--- src/rtl/bcnn_popcount_drain.sv ---
// Thresholds popcounts into activation bits, packs them LSB-first, and queues the words on a valid/ready stream.
// A word is visible one cycle after it is pushed; the input side never stalls, and a word that finds the FIFO full is dropped and flagged.
module bcnn_popcount_drain #(
  parameter int SUM_WIDTH  = 4,
  parameter int PACK_WIDTH = 8,
  parameter int FIFO_DEPTH = 4,
  parameter int LEN_W      = 4
) (
  input  logic                  clk,
  input  logic                  reset,
  input  logic                  valid_in,
  input  logic [SUM_WIDTH-1:0]  sum_in,
  input  logic [SUM_WIDTH-1:0]  thr,
  input  logic                  flush,
  output logic                  out_valid,
  input  logic                  out_ready,
  output logic [PACK_WIDTH-1:0] out_data,
  output logic [LEN_W-1:0]      out_len,
  output logic                  overflow,
  output logic [LEN_W-1:0]      bit_cnt
);

  localparam int PTR_W = $clog2(FIFO_DEPTH);
  localparam int CNT_W = $clog2(FIFO_DEPTH + 1);

  logic [PACK_WIDTH-1:0] r_pack;
  logic [LEN_W-1:0]      r_bit_cnt;
  logic [PACK_WIDTH-1:0] r_mem_dat [FIFO_DEPTH];
  logic [LEN_W-1:0]      r_mem_len [FIFO_DEPTH];
  logic [PTR_W-1:0]      r_wr_ptr;
  logic [PTR_W-1:0]      r_rd_ptr;
  logic [CNT_W-1:0]      r_count;
  logic                  r_overflow;

  logic [PACK_WIDTH-1:0] w_pack_nxt;
  logic [LEN_W-1:0]      w_cnt_nxt;
  logic                  w_act;
  logic                  w_word_done;
  logic                  w_flush_push;
  logic                  w_push;
  logic                  w_pop;
  logic                  w_full;
  logic                  w_push_ok;
  logic                  w_drop;

  assign w_act = (sum_in >= thr);

  always_comb begin
    w_pack_nxt = r_pack;
    for (int i = 0; i < PACK_WIDTH; i++) begin
      if (valid_in && (r_bit_cnt == LEN_W'(i))) w_pack_nxt[i] = w_act;
    end
  end

  // The current sample is packed before flush looks at the count, so a flush
  // coinciding with the last bit of a full word adds nothing extra.
  assign w_cnt_nxt    = valid_in ? (r_bit_cnt + LEN_W'(1)) : r_bit_cnt;
  assign w_word_done  = valid_in && (w_cnt_nxt == LEN_W'(PACK_WIDTH));
  assign w_flush_push = flush && !w_word_done && (w_cnt_nxt != '0);
  assign w_push       = w_word_done || w_flush_push;

  always_ff @(posedge clk) begin
    if (reset) begin
      r_pack    <= '0;
      r_bit_cnt <= '0;
    end else if (w_push) begin
      r_pack    <= '0;
      r_bit_cnt <= '0;
    end else begin
      r_pack    <= w_pack_nxt;
      r_bit_cnt <= w_cnt_nxt;
    end
  end

  assign out_valid = (r_count != '0);
  assign w_full    = (r_count == CNT_W'(FIFO_DEPTH));
  assign w_pop     = out_valid && out_ready;
  assign w_push_ok = w_push && (!w_full || w_pop);
  assign w_drop    = w_push && w_full && !w_pop;

  always_ff @(posedge clk) begin
    if (!reset && w_push_ok) begin
      r_mem_dat[r_wr_ptr] <= w_pack_nxt;
      r_mem_len[r_wr_ptr] <= w_cnt_nxt;
    end
  end

  always_ff @(posedge clk) begin
    if (reset) begin
      r_wr_ptr   <= '0;
      r_rd_ptr   <= '0;
      r_count    <= '0;
      r_overflow <= 1'b0;
    end else begin
      if (w_push_ok) r_wr_ptr <= r_wr_ptr + PTR_W'(1);
      if (w_pop)     r_rd_ptr <= r_rd_ptr + PTR_W'(1);
      case ({w_push_ok, w_pop})
        2'b10:   r_count <= r_count + CNT_W'(1);
        2'b01:   r_count <= r_count - CNT_W'(1);
        default: r_count <= r_count;
      endcase
      if (w_drop) r_overflow <= 1'b1;
    end
  end

  assign out_data = out_valid ? r_mem_dat[r_rd_ptr] : '0;
  assign out_len  = out_valid ? r_mem_len[r_rd_ptr] : '0;
  assign overflow = r_overflow;
  assign bit_cnt  = r_bit_cnt;

endmodule

--- config.mk ---
export PLATFORM = sky130hd
export DESIGN_NAME = bcnn_popcount_drain
export DESIGN_NICKNAME = d
export VERILOG_FILES = /design/src/rtl/bcnn_popcount_drain.sv
export SDC_FILE = /design/constraint.sdc
export NUM_CORES = 1
export LEC_CHECK = 0
export CAP_MARGIN = 25
export CORE_MARGIN = 2
export CORE_UTILIZATION = 45
export DETAILED_ROUTE_END_ITERATION = 12
export DONT_BUFFER_PORTS = 1
export GPL_TIMING_DRIVEN = 0
export RECOVER_POWER = 50
export SKIP_CTS_REPAIR_TIMING = 1
export SKIP_LAST_GASP = 1
export SLEW_MARGIN = 20
export SYNTH_ARGS = -nofsm -noshare
export SYNTH_HDL_FRONTEND = slang
export SYNTH_SLANG_ARGS = --single-unit
export TNS_END_PERCENT = 5
--- constraint.sdc ---
create_clock -name clk -period 7.7 [get_ports clk]
set_input_delay 1.155 -clock clk [delete_from_list [all_inputs] [get_ports clk]]
set_output_delay 1.155 -clock clk [all_outputs]
set_load 0.01 [all_outputs]
== After elaboration in Yosys (flattened, before gate mapping) ==
Memories as Yosys holds them, arrays and structs flattened. A register that Yosys moved wholly into a read port is not among the register bits.
Cells that the tools add are included.
Operators by class
  add/sub/neg operators: 5
  reduce and logical (&&, ||, !) cells: 27
  eq/ne operators: 11
  multiplexer cells: 18
  order comparisons: 1
Operators by type and width (number)
  $eq A4 B3 Y1 const B: 4
  $logic_and A1 B1 Y1: 16
  $mux W1: 10
  $eq A4 B2 Y1 const B: 2
  $mux W2: 4
  $mux W4: 2
  $mux W8: 1
  $pmux W3 S2: 1
  $add A2 B1 Y2 const B: 2
  $add A4 B1 Y4 const B: 1
  $eq A4 B1 Y1 const B: 1
  $eq A4 B4 Y1 const B: 1
  $ge A4 B4 Y1: 1
  $logic_not A1 Y1: 4
  $logic_not A4 Y1: 1
  $reduce_bool A4 Y1: 1
  $add A3 B1 Y3 const B: 1
  $eq A3 B3 Y1 const B: 1
  $reduce_bool A3 Y1: 1
  $sub A3 B1 Y3 const B: 1
  $eq A2 B1 Y1 const B: 1
  $eq A2 B2 Y1 const B: 1
  $logic_or A1 B1 Y1: 2
  $reduce_bool A2 Y1: 1
  $reduce_or A2 Y1: 1
Word-level totals
  register bits: 20
  input port bits: 13
  RAM bits: 48
  logic and storage cells: 70
  memories kept: 2
Memories
  r_mem_dat: words 4, bits a word 8, rd ports 1, clocked after memory_dff 1, wr ports 1, line 28  | logic [PACK_WIDTH-1:0] r_mem_dat [FIFO_DEPTH];
  r_mem_len: words 4, bits a word 4, rd ports 1, clocked after memory_dff 1, wr ports 1, line 29  | logic [LEN_W-1:0] r_mem_len [FIFO_DEPTH];

== Longest topological paths before layout ==
Gate-level depths: netlist of the first run.
  word-level depth: 12
  gate-level depth with buffers: 11
  gate-level depth less buffers: 11

== Worst setup path before layout of the first run ==
OpenSTA, ideal clock, no wires.
  path kind: input to register
  start point: in valid_in
  end point: reg r_count[2]
  stages: 10
  setup time: 0.073 ns
  path buffers: 0
  setup slack: 4.544 ns
  arrival time: 3.083 ns
  data required time: 7.627 ns
  cell sequence: or4_4 o31ai_4 a211oi_2 inv_1 ha_1 inv_1 fa_1 xor2_1 or3_1 a21oi_1
On the way
  longest elaborated chain between the ends: 10
Ends and longest elaborated chain
  start, declared: line 11  | input logic valid_in,
  $mux W4: line 57  | assign w_cnt_nxt = valid_in ? (r_bit_cnt + LEN_W'(1)) : r_bit_cnt;
  $eq A4 B4 Y1: line 58  | assign w_word_done = valid_in && (w_cnt_nxt == LEN_W'(PACK_WIDTH));
  $logic_and A1 B1 Y1: line 58
  $logic_not A1 Y1: line 59  | assign w_flush_push = flush && !w_word_done && (w_cnt_nxt != '0);
  $logic_and A1 B1 Y1 (2 in a row): line 59
  $logic_or A1 B1 Y1 *: line 60  | assign w_push = w_word_done || w_flush_push;
  $logic_and A1 B1 Y1 *: line 78  | assign w_push_ok = w_push && (!w_full || w_pop);
  $eq A2 B1 Y1 or $eq A2 B2 Y1 (tied branches): line 97  | case ({w_push_ok, w_pop})
  $pmux W3 S2 or $reduce_bool A2 Y1 (tied branches)
  end signal, assigned: line 98  | 2'b10: r_count <= r_count + CNT_W'(1);
  end signal, assigned: line 99  | 2'b01: r_count <= r_count - CNT_W'(1);
  end signal, assigned: line 100  | default: r_count <= r_count;
  end, declared: line 32  | logic [CNT_W-1:0] r_count;
Mark *: on every way between the ends. The rest lies on a longest branch, timed or not.
A chain may end at the register's enable or synchronous reset.

== Worst setup path after layout of the first run ==
  start point: reg r_bit_cnt[0], in the netlist bit_cnt[0]
  end point: mem r_mem_len[1][0], enable pin
On the way
  longest elaborated chain between the ends: 12
Ends and longest elaborated chain
  start, declared: line 27  | logic [LEN_W-1:0] r_bit_cnt;
  start signal, assigned: line 71  | r_bit_cnt <= w_cnt_nxt;
  $add A4 B1 Y4: line 57
  $mux W4 *: line 57
  $eq A4 B4 Y1: line 58
  $logic_and A1 B1 Y1: line 58
  $logic_not A1 Y1: line 59
  $logic_and A1 B1 Y1 (2 in a row): line 59
  $logic_or A1 B1 Y1 *: line 60
  $logic_and A1 B1 Y1 *: line 78
  $logic_and A1 B1 Y1 *: line 82  | if (!reset && w_push_ok) begin
  $mux W1 *: line 82
  $mux W1 (not written as such) *: line 84  | r_mem_len[r_wr_ptr] <= w_cnt_nxt;
  end, declared: line 29
Marked as above.

==> qor.yml, run 1 <==
outcome: "complete, no violations"
cts.clk_slew.worst_paths_ps: 80
slowest_delay_ps: 650
cts.path.max_buffers: 2
power.share.clock_pct: 34.1
grt_pass1_wl_um: 8260
synth_edf_count: 48
core.rowCount: 30
crit_type: "reg -> reg"
drt_wl_total_um: 5260
ant_nets: 0
dpl.hpwl_um: 3630
async_reset_ff_share_pct: 0
yosys.area.top_type: "edfxtp_1"
crit_chain: "inv_1 -> ha_1 -> o31a_1 -> a21oi_1 -> clkbuf_1 -> and3_1"
synthesis.nets: 250
core-area_sq_um: 6790
vdd_ir_drop_max_uv: 98.0
reg2reg_slack_ps: 4340
arrival_ps: 3330
cts_tree: "built"
syn_area_sq_um: 3170
antenna_cells: 0
drive_above_1_share_pct: 13.0
layout_min_cycle_time_ps: 3360
layout_commonest_cell: "edfxtp_1"
combPwrFrac_pct: 21.9
globalplace.congestion: 0.709
dieArea_sq_um: 7720
tns_ps: 0
whs_path_depth: 2
total_power_mw: 1.01
p_leak_nw: 1.26
fmax_ghz: 0.297
critical_path.endpoint: "r_mem_len[1][0]"
grt_max_degree: 13
synth_seq_cells: 70
die_w_um: 87.9
yosys-top-cells-area: "edfxtp_1 (46%), dfxtp_1 (14%), mux4_2 (8.5%)"
rr_endpoint: "r_mem_len[1][0]"
cp_max_fo: 12
grt_antenna_before_repair: 0
place_inst: 319
ys.flop_type: "edfxtp_1"
p_int_mw: 0.729
gr-usage-all-layers_pct: 14.7
final_nets: 261
port-buffer-count: 0
swShare_pct: 27.6
fin_skew_ps: 9.55
cts_buffers: 9
syn_avg_cell_area_sq_um: 14.2
worst_slew_pin_slew_ps: 748
power_density_nw_per_um2: 295
startpoint: "bit_cnt[0]"
drc: 0
io_pins: 31
finalNonFillerCells: 334
finalSetupViolCount: 0
hold_violations: 0
min_period_over_period_pct: 43.7
maxCapViolations: 0
ys_seq_area_share_pct: 59.4
vias: 1697
synthDistinctLibCells: 36
relSlewSlack_pct: 50.1
yosys.area.top_type_share_pct: 45.5
startpoint_type: "register"
cp.required_ps: 7670
root_buffer: "clkbuf_8"
switchingPower_mw: 0.278
first_pass_iters: 4
rsz0062_at_grt: "false"
reg2regPathDepth: 6
overflow: 0
cts_sinks: 70
crit_slowest_cell: "and3_1"
maxSlewViolCount: 0
syn_to_final_growth_pct: 7.98
dr.first_iter.drc_count: 97
r2r_start: "bit_cnt[0]"
grt_pass1_vias: 1623
ys.warnings.count: 0
end_kind: "register"
syn_inst: 223
seq_power_share_pct: 44.0
worstSkewPairLatency_ps: 340
worst_hold_path_type: "reg -> reg"
wl_per_cell_um: 15.8
routed_via_density: 5.08
initial_core_util_pct: 46.6
layout_common_cells: "edfxtp_1 (48), dfxtp_1 (22), nor2_1 (21), inv_1 (15)"
h-tree-depth: 3
die_h_um: 87.9
[kinds of logic (layout without fill, tap and decap cells)]
family | count (synthesis) | after routing | share of synthesized area (%)
and+or+nand+nor | 65 | 65 | 10.6
DFF | 70 | 70 | 59.4
buffers and inverters | 24 | 39 | 3.40
adders and majority gates | 14 | 14 | 5.77
muxes | 14 | 14 | 9.21
xor gates and xnor gates | 8 | 8 | 2.81
AOI/OAI and AO/OA | 28 | 28 | 8.78
[critical path: cells and delay by family, from the launching register on]
| kind | cells | cell delay (ps) |
|---|---|---|
| fa+ha+maj | 1 | 370 |
| flops | 1 | 540 |
| compound gates | 2 | 920 |
| buf+inv | 2 | 490 |
| simple gates | 1 | 650 |
[sequential cells by signal, summed over array words and instances (netlist names), named ones only]
name	flops
r_pack	8
r_rd_ptr	2
r_wr_ptr	2
r_count	3
r_mem_len	16
bit_cnt	4
r_mem_dat	32
overflow	1
[cell usage after synthesis (all sizes together), types with 2 or more instances]
cell type and count:
edfxtp 48, dfxtp 22, nor2 21, inv 15, and2 14, a21oi 13
ha 13, mux4 12, and3 10, nand2 9, a2111oi 8, xor2 6
clkbuf 5, buf 4, nor2b 2, nor3 2, o21ai 2, or3 2
xnor2 2
[how the worst min path moves through the flow]
stage	start	end	slack [ps]
floorplan	r_count[2]	r_count[2]	460
global placement	r_count[2]	r_count[2]	480
detailed placement	r_count[2]	r_count[2]	490
CTS	r_count[2]	r_count[2]	500
global route	r_count[2]	r_count[2]	520
finish	r_count[2]	r_count[2]	500
[power groups by stage]
stage	clock network, mW	logic, mW	registers (mW)
after floorplan	0	0.190	0.447
after global placement	0	0.228	0.451
after detailed placement	0	0.234	0.452
after CTS	0.348	0.234	0.443
after global routing	0.362	0.250	0.446
final	0.343	0.221	0.443
[cell type report]
cell class	instances	area, sq um
Buffer	9	42.5
Clock buffer	10	128
Clock inverter	5	98.8
Fill cell	603	3380
Inverter	15	56.3
Multi-Input combinational cell	129	1090
Sequential cell	70	1880
Tap cell	96	120
[stage by stage]
stage          worst slack (ps)  hold WS, ps  area [sq um]  utilization (%)
6_report                   4340          502          3420             50.3
4_1_cts                    4590          500          3510             51.7
3_5_place_dp               4410          491          3290             48.4
3_3_place_gp               4430          481          3290             48.4
2_1_floorplan              4540          461          3170                -
5_1_grt                    4100          515          3420             50.3
[routing by layer]
metal	global-route usage [%]	vias to the layer above	part of all wire, %
li1	-	838	-
met1	20.7	819	51
met2	21.3	33	44
met3	4.34	7	4.0
met4	6.29	0	0.80
met5	0	-	0
Power figures use the tool's default switching activity.
==> run 2: changes to the inputs <==
==> constraint.sdc (replaced) <==
create_clock -name clk -period 2.9 [get_ports clk]
set_input_delay 0.435 -clock clk [delete_from_list [all_inputs] [get_ports clk]]
set_output_delay 0.435 -clock clk [all_outputs]
set_load 0.01 [all_outputs]
==> qor.yml, run 2 (synthesis results as in run 1) <==
drc: 0  # unchanged
core.rowCount: 30  # unchanged
rsz0062_at_grt: "false"  # unchanged
fin_util_pct: 50.8  # was 50.3%
min_period_over_period_pct: 94.5  # was 43.7%
grt_max_degree: 13  # unchanged
r2r_start: "bit_cnt[1]"  # was bit_cnt[0]
vdd_ir_drop_max_uv: 266  # was 98.0 uV
rr_endpoint: "r_count[2]"  # was r_mem_len[1][0]
die_h_um: 87.9  # unchanged
worstSkewPairLatency_ps: 330  # was 340 ps
globalplace.congestion: 0.709  # unchanged
layout_common_cells: "edfxtp_1 (48), nor2_1 (21), dfxtp_1 (20), inv_1 (15), ha_1 (13)"  # was edfxtp_1 (48), dfxtp_1 (22), nor2_1 (21), inv_1 (15)
initial_core_util_pct: 46.6  # unchanged
final_nets: 261  # unchanged
seq_power_share_pct: 44.0  # about the same
first_pass_iters: 4  # unchanged
syn_to_final_growth_pct: 8.93  # was 7.98%
dpl.hpwl_um: 3630  # unchanged
layout_commonest_cell: "edfxtp_1"  # unchanged
port-buffer-count: 0  # unchanged
cts_buffers: 9  # unchanged
maxSlewViolCount: 0  # unchanged
tns_ps: 0  # unchanged
p_leak_nw: 1.27  # was 1.26 nW
worst_hold_path_type: "in -> reg"  # was reg -> reg
combPwrFrac_pct: 22.2  # was 21.9%
design_area_sq_um: 3450  # was 3420 sq um
reg2reg_slack_ps: 160  # was 4340 ps
whs_path_depth: 3  # was 2
io_pins: 31  # unchanged
root_buffer: "clkbuf_8"  # unchanged
grt_pass1_wl_um: 8260  # unchanged
startpoint_type: "register"  # unchanged
maxCapViolations: 0  # unchanged
top_regs: "r_mem_dat x32, r_mem_len x16, r_pack x8"  # unchanged
dpl-instance-area_sq_um: 3290  # unchanged
finalNonFillerCells: 334  # unchanged
overflow: 0  # unchanged
die_w_um: 87.9  # unchanged
routed_via_density: 5.10  # was 5.08
crit_type: "reg -> reg"  # unchanged
drive_above_1_share_pct: 15.5  # was 13.0%
grt_antenna_before_repair: 0  # unchanged
reg2regPathDepth: 11  # was 6
cp.required_ps: 3160  # was 7670 ps
worst_slew_pin_slew_ps: 742  # was 748 ps
core-area_sq_um: 6790  # unchanged
antenna_cells: 0  # unchanged
arrival_ps: 3000  # was 3330 ps
ant_nets: 0  # unchanged
power_density_nw_per_um2: 775  # was 295 nW/um^2
fin_skew_ps: 9.26  # was 9.55 ps
cts_tree: "built"  # unchanged
wl_per_cell_um: 15.7  # was 15.8 um
cp_max_fo: 6  # was 12
p_int_mw: 1.94  # was 0.729 mW
switchingPower_mw: 0.733  # was 0.278 mW
fmax_ghz: 0.365  # was 0.297 GHz
layout_min_cycle_time_ps: 2740  # was 3360 ps
dr.first_iter.drc_count: 87  # was 97
regMostFlops: "r_mem_dat"  # unchanged
grt_pass1_vias: 1623  # unchanged
h-tree-depth: 3  # unchanged
hold_violations: 0  # unchanged
cts.path.max_buffers: 2  # unchanged
drt_wl_total_um: 5240  # was 5260 um
cts.clk_slew.worst_paths_ps: 70  # was 80 ps
gr-usage-all-layers_pct: 14.7  # unchanged
vias: 1702  # was 1697
hold_path.startpoint: "out_ready"  # was r_count[2]
place_inst: 319  # unchanged
swShare_pct: 27.4  # was 27.6%
cts_sinks: 70  # unchanged
end_kind: "register"  # unchanged
relSlewSlack_pct: 49.8  # was 50.1%
power.share.clock_pct: 33.8  # was 34.1%
largest_reg_flops: 32  # unchanged
total_power_mw: 2.67  # was 1.01 mW
dieArea_sq_um: 7720  # unchanged
fillCellCount: 598  # was 603
finalSetupViolCount: 0  # unchanged
outcome: "complete, no violations"  # unchanged
==> run 2: cell count changes in the layout (fill, tap and decap cells not counted), sizes merged <==
cell and delta:
buf +2, clkbuf -2
==> run 2: cell type report <==
class	instances	area (sq um)	share of cell area, %
Tap cell	96	120	3.48
Sequential cell	70	1890	54.7
Clock inverter	5	98.8	2.87
Multi-Input combinational cell	129	1110	32.1
Buffer	9	51.3	1.49
Inverter	15	56.3	1.63
Clock buffer	10	128	3.70
==> run 2: worst max-delay path by stage <==
stage | start | end | slack (ps) | cells past startpoint
final | bit_cnt[1] | r_count[2] | 160 | 11
after floorplan | bit_cnt[0] | r_count[2] | 230 | 11
after CTS | bit_cnt[0] | r_mem_dat[0][1] | -60 | 6
after global placement | bit_cnt[0] | r_mem_dat[3][6] | -40 | 6
after global routing | bit_cnt[0] | r_count[2] | 40 | 11
after detailed placement | bit_cnt[0] | r_mem_dat[0][6] | -40 | 6
==> run 2: per-stage QoR <==
step                      hold slack [ps]  setup WS, ps
final                                 389           158
after global routing                  406          35.9
after CTS                             373         -64.1
after detailed placement              491         -37.7
after global placement                481         -41.7
after floorplan                       461           232
==> run 2: layer usage <==
layer,track usage (%),up-vias,share of wire (%)
li1,-,839,-
met1,20.7,829,51
met2,21.3,30,44
met3,4.34,4,3.5
met4,6.29,0,0.69
met5,0,-,0
==> run 2: critical path: stages, from the launching register on <==
cell	delay, ps
dfxtp_2	410
inv_1	100
ha_1	350
o31ai_4	340
a211oi_2	160
inv_1	90
ha_1	180
inv_1	60
fa_1	380
xor2_1	150
or3_1	300
a21oi_1	140
==> run 2: power by group through the flow <==
stage               logic (mW)  clock network, mW  registers [mW]
global route             0.669              0.961            1.18
finish                   0.592              0.904            1.18
detailed placement       0.621                  0            1.20
global placement         0.606                  0            1.20
CTS                      0.622              0.925            1.18
floorplan                0.505                  0            1.19
==> run 3: changes to the inputs <==
--- a/config.mk
+++ b/config.mk
@@ -14,7 +14,7 @@
 export RECOVER_POWER = 50
 export SKIP_CTS_REPAIR_TIMING = 1
 export SKIP_LAST_GASP = 1
-export SLEW_MARGIN = 20
+export SLEW_MARGIN = 25
 export SYNTH_ARGS = -nofsm -noshare
 export SYNTH_HDL_FRONTEND = slang
 export SYNTH_SLANG_ARGS = --single-unit
==> results of run 3 <==
No change in the layout: final DEF, timing and power equal those of run 2.
